[config.mk]
export PLATFORM = sky130hd
export DESIGN_NAME = asyn_fifo
export DESIGN_NICKNAME = d
export VERILOG_FILES = /design/src/rtl/asyn_fifo.sv
export SDC_FILE = /design/constraint.sdc
export NUM_CORES = 1
export LEC_CHECK = 0
export ABC_AREA = 1
export CAP_MARGIN = 10
export CORE_MARGIN = 5
export CORE_UTILIZATION = 65
export CTS_BUF_LIST = sky130_fd_sc_hd__clkbuf_8
export DETAILED_ROUTE_END_ITERATION = 8
export PLACE_DENSITY_LB_ADDON = 0.1
export SYNTH_ARGS = -nofsm -noshare
export SYNTH_HDL_FRONTEND = slang
export SYNTH_SLANG_ARGS = --single-unit
[constraint.sdc]
create_clock -name clk -period 3.55 [get_ports clk]
set_clock_uncertainty 0.2 [all_clocks]
set_input_delay 0.8875 -clock clk [delete_from_list [all_inputs] [get_ports clk]]
set_output_delay 0.8875 -clock clk [all_outputs]
set_load 0.01 [all_outputs]
[src/rtl/asyn_fifo.sv]
// asyn_fifo: single-clock FIFO with wrap-bit pointers and registered read data
module asyn_fifo #(
  parameter int DATA_WIDTH = 8,
  parameter int ADDR_WIDTH = 4
) (
  input  logic                  clk,
  input  logic                  rst_n,
  input  logic                  wr_en,
  input  logic [DATA_WIDTH-1:0] wr_data,
  input  logic                  rd_en,
  output logic [DATA_WIDTH-1:0] rd_data,
  output logic                  full,
  output logic                  empty
);
  logic [DATA_WIDTH-1:0] mem [2**ADDR_WIDTH];
  logic [ADDR_WIDTH:0] wr_ptr, rd_ptr;
  logic wr_ok, rd_ok;
  assign empty = wr_ptr == rd_ptr;
  assign full = (wr_ptr[ADDR_WIDTH] != rd_ptr[ADDR_WIDTH]) && (wr_ptr[ADDR_WIDTH-1:0] == rd_ptr[ADDR_WIDTH-1:0]);
  assign wr_ok = wr_en && !full;
  assign rd_ok = rd_en && !empty;
  // storage array, unreset; writes are suppressed while reset is held
  always_ff @(posedge clk)
    if (rst_n && wr_ok) mem[wr_ptr[ADDR_WIDTH-1:0]] <= wr_data;
  // pointers and the registered read word
  always_ff @(posedge clk)
    if (!rst_n) begin
      wr_ptr  <= '0;
      rd_ptr  <= '0;
      rd_data <= '0;
    end else begin
      if (wr_ok) wr_ptr <= wr_ptr + 1'b1;
      if (rd_ok) begin
        rd_data <= mem[rd_ptr[ADDR_WIDTH-1:0]];
        rd_ptr  <= rd_ptr + 1'b1;
      end
    end
endmodule

Yosys cells after proc, flatten, opt, wreduce, memory -nomap -nowiden
Memories as Yosys holds them, arrays and structs flattened. A register that Yosys moved wholly into a read port is not among the register bits.
Index checks and enable logic that the tools add are counted.
{"block": "totals", "regBits": 10, "mem_bits_rw": 128, "inputBits": 12, "elab_cells": 17, "mem_count": 1}
{"memory": "mem", "words": 16, "word_bits": 8, "rd": 1, "rd_ports_with_merged_regs": 1, "write_ports": 1, "line": "15", "source": "logic [DATA_WIDTH-1:0] mem [2**ADDR_WIDTH];"}
{"block": "classes", "n_addsub": 2, "n_eq_ne": 3, "muxes": 2, "n_reduce_logical": 7}
{"operator": "5-bit by 1-bit adder with 5-bit output (second input constant)", "count": 2}
{"operator": "5-bit == test", "count": 1}
{"operator": "4-bit == test", "count": 1}
{"operator": "1-bit logical AND", "count": 4}
{"operator": "1-bit logical NOT", "count": 3}
{"operator": "1-bit two-way mux", "count": 2}
{"operator": "1-bit != test", "count": 1}

Logic depth before layout (Yosys ltp)
{"block": "logic_depth", "word_depth": 7, "depth_mapped": 12}

Least setup slack after synthesis
OpenSTA, ideal clock, no wires.
{"block": "synth_timing", "kind": "input to register", "from": "input port wr_en", "to": "memory mem[0][0], enable pin", "setup_ns": 0.370, "t_arrival_ns": 1.608, "setup_slack_ns": 1.372, "cell_stages": 4, "path_buffers": 0, "cell_sequence": "nand2_2 nor2_1 nand2_1 nor2_1"}
{"block": "synth_between", "elab_chain_cells": 4}
{"element": "start, declared", "line": "8", "source": "input logic wr_en,"}
{"element": "1-bit logical AND", "line": "20", "source": "assign wr_ok = wr_en && !full;"}
{"element": "1-bit logical AND", "line": "24", "source": "if (rst_n && wr_ok) mem[wr_ptr[ADDR_WIDTH-1:0]] <= wr_data;"}
{"element": "1-bit two-way mux", "line": "24"}
{"element": "1-bit two-way mux (implied by the code)", "line": "24"}
{"element": "end, declared", "line": "15"}
No other way between the ends.

Worst setup path after layout
{"block": "layout_timing", "from": "register wr_ptr[2]", "to": "output port full"}
{"block": "layout_between", "elab_chain_cells": 2}
{"element": "start, declared", "line": "16", "source": "logic [ADDR_WIDTH:0] wr_ptr, rd_ptr;"}
{"element": "start signal, assigned", "line": "32", "source": "if (wr_ok) wr_ptr <= wr_ptr + 1'b1;"}
{"element": "4-bit == test", "line": "19", "source": "assign full = (wr_ptr[ADDR_WIDTH] != rd_ptr[ADDR_WIDTH]) && (wr_ptr[ADDR_WIDTH-1:0] == rd_ptr[ADDR_WIDTH-1:0]) ..."}
{"element": "1-bit logical AND", "line": "19"}
{"element": "end, declared", "line": "12", "source": "output logic full,"}
No other way between the ends.

==> reports/results.ini <==
[run_status]
outcome = complete, no violations

[critical_path]
cp.required_ps = 2460
crit_type = reg -> out
r2r_start = rd_ptr[2]$_SDFFE_PN0P_
ff2ff_path_depth = 10
r2r_end = mem[7][7]$_DFFE_PP_
start_kind = flip-flop
reg2reg_slack_ps = 910
endpoint_kind = primary output
crit_path_max_fanout = 8
arrival_ps = 2140

[logic_synthesis]
ys_top_cells_by_area = edfxtp_1 60%, nand2_1 8.7%, nor2_1 5.8%
synth_top_area_cell = edfxtp_1
synth-main-ff-cell = edfxtp_1
async_flop_share_pct = 0
syn_inst = 647
synth.distinct_cells = 23
syn_area_sq_um = 6380
synth_edf_count = 128
ys_seq_elements = 146
synth_compound_area_share_pct = 3.92
syn-num-nets = 664
yosysTopAreaCellShare_pct = 60.3
synthXorXnorAreaFrac_pct = 0.961
synth_fa_ha_area_share_pct = 0.981
yosys.cell_count.top_type = nand2_1
yosysWarnings = 0
yosysSeqAreaShare_pct = 65.9
syn_area_per_cell_sq_um = 9.86
synthTopCellsByCount = 147 x nand2_1, 128 x edfxtp_1, 98 x nor2_1
synth-simple-area-share_pct = 20.5
synth_top_family_by_area = simple AND/OR/NAND/NOR gates
synth_mux_area_share_pct = 0

[clocking]
clk_pin_slew_ps = 80
ctsHoldBuffers = 0
tritoncts = built
clock_path_buffers = 2
cts-htree-levels = 4
clkSinkCount = 146
cts_resized = 0
clk_latency_ps = 450
cts_setup_buffers = 0
cts_inserted_buffers = 17
clock-root-buffer = clkbuf_8

[route]
via_per_inst = 5.45
remaining_drc_errors = 0
ant_nets = 0
wl_um = 14200
num_vias = 4463
dr.pass1.iters = 5
wire_per_inst_um = 17.3
drt_iter0_markers = 481

[sta]
fin_crit_ps = 3220
rsz0062_at_grt = false
finalCritPeriodShare_pct = 90.8
tightest_slew_ps = 880
finalHoldViolCount = 0
worst_hold_slack_ps = 309
finalSetupViolCount = 0
fmax_mhz = 310
setup_slack_ps = 327
slew-limit-headroom_pct = 41.2
drv_slew = 0
setup_tns_ps = 0

[final_layout]
seqCellArea_sq_um = 4210
layout-drive-gt1-share_pct = 8.31
n_antenna_cell = 0
multi_input_area_sq_um = 1680
num-fill-cells = 680
final_nets = 690
syn_to_final_growth_pct = 12.2

[die]
fp.dieH_um = 109
die_x_um = 109
ios = 22
coreArea_sq_um = 9680
dieArea_sq_um = 11900
initial_core_util_pct = 65.9
rows = 36

[job]
maxCapViolations = 0

[power_and_ir_drop]
powerDensity_nw_per_um2 = 538
p_switching_mw = 1.01
internal_power_mw = 2.84
pwr-share-comb_pct = 13.3
pwr-share-clk_pct = 36.9
ir_drop_uv = 579
seq_power_share_pct = 49.8
leakage_nw = 2.95
switching_share_pct = 26.3

[placement]
gp_congestion = 0.951
dpl.hpwl_um = 9270
pre_cts_ws_ps = 406
numPortBuffers = 21

[min_path]
min_path_type = reg -> reg
holdPathStages = 2
min-delay-start = rd_ptr[3]$_SDFFE_PN0P_
min_to = rd_ptr[3]$_SDFFE_PN0P_

[grt]
gr-total-overflow = 0
antenna_found_initial = 0
grt_pass1_wl_um = 21900
track_usage_pct = 25.9
grt_pass1_vias = 4241
grt_max_degree = 66

==> layout make-up <==
| cell class | instances | area share [%] |
|---|---|---|
| sequential | 146 | 58.8 |
| tap | 133 | 2.33 |
| clock buffer | 17 | 3.27 |
| inverter | 95 | 4.98 |
| multi-input combinational | 379 | 23.5 |
| timing repair buffer | 34 | 4.30 |
| clock inverter | 15 | 2.85 |
==> layer usage <==
| metal | GRT usage, % | vias up | wire (um) |
|---|---|---|---|
| met5 | 0 | - | 0 |
| li1 | - | 2147 | - |
| met4 | 8.66 | 0 | 338 |
| met1 | 35.7 | 2071 | 6020 |
| met3 | 6.99 | 26 | 1280 |
| met2 | 40.1 | 219 | 6530 |
==> cell usage in the layout, fill, tap and decap left out, types with 3 or more instances in the layout <==
master           Yosys  final
xnor2_1              3      3
edfxtp_1           128    128
inv_6                0      4
o21ai_0             34     34
bufinv_16            0      4
dfxtp_1             18     17
nand3_1             66     66
inv_2                6      6
inv_1               88     88
clkbuf_8             0     17
clkdlybuf4s50_1      0     21
xor2_1               4      4
ha_1                 5      5
buf_4                0     13
a21oi_1             14     14
nor2_1              98     98
nand2_1            147    147
==> flip-flops by register name, summed over array words and instances, names as in the netlist <==
register  count
rd_ptr        5
wr_ptr        5
mem         128
rd_data       8
==> power by group through the flow <==
stage / logic [mW] / registers (mW) / clock network [mW]
after floorplan: 0.325 / 1.95 / 0
after global placement: 0.494 / 1.95 / 0
after detailed placement: 0.506 / 1.95 / 0
after CTS: 0.508 / 1.92 / 1.43
after global routing: 0.571 / 1.92 / 1.51
final: 0.512 / 1.92 / 1.42
==> kinds of logic after synthesis <==
family | count (synthesis)
simple gates | 317
buf+inv | 122
fa+ha+maj | 5
compound gates | 50
xor+xnor | 7
flops | 146
==> per-stage QoR <==
| step | total power, mW | utilization [%] | area [sq um] | std cells |
|---|---|---|---|---|
| global route | 4.00 | 73.9 | 7160 | 819 |
| finish | 3.85 | 73.9 | 7160 | 819 |
| detailed placement | 2.46 | 69.4 | 6720 | 787 |
| floorplan | 2.28 | - | 6380 | 647 |
| global placement | 2.45 | 69.4 | 6720 | 787 |
| CTS | 3.85 | 73.9 | 7160 | 819 |
==> worst max path at each step <==
stage / start / to / slack, ps / depth (start not counted)
5_1_grt: rd_ptr[2]$_SDFFE_PN0P_ / full / 220 / 8
3_5_place_dp: wr_en / mem[7][0]$_DFFE_PP_ / 410 / 5
4_1_cts: rd_ptr[2]$_SDFFE_PN0P_ / full / 330 / 8
2_1_floorplan: wr_en / mem[0][0]$_DFFE_PP_ / 1370 / 4
3_3_place_gp: wr_en / mem[9][1]$_DFFE_PP_ / 540 / 5
6_report: wr_ptr[2]$_SDFFE_PN0P_ / full / 330 / 7
==> worst max-delay path, stage by stage, from the launching register on <==
cell and delay [ps]:
dfxtp_1 510, inv_1 120, nand2_1 70, nand2_1 60, nor2_2 170, nand3_2 150, inv_1 80, clkdlybuf4s50_1 530
(Power assumes the default switching activity.)
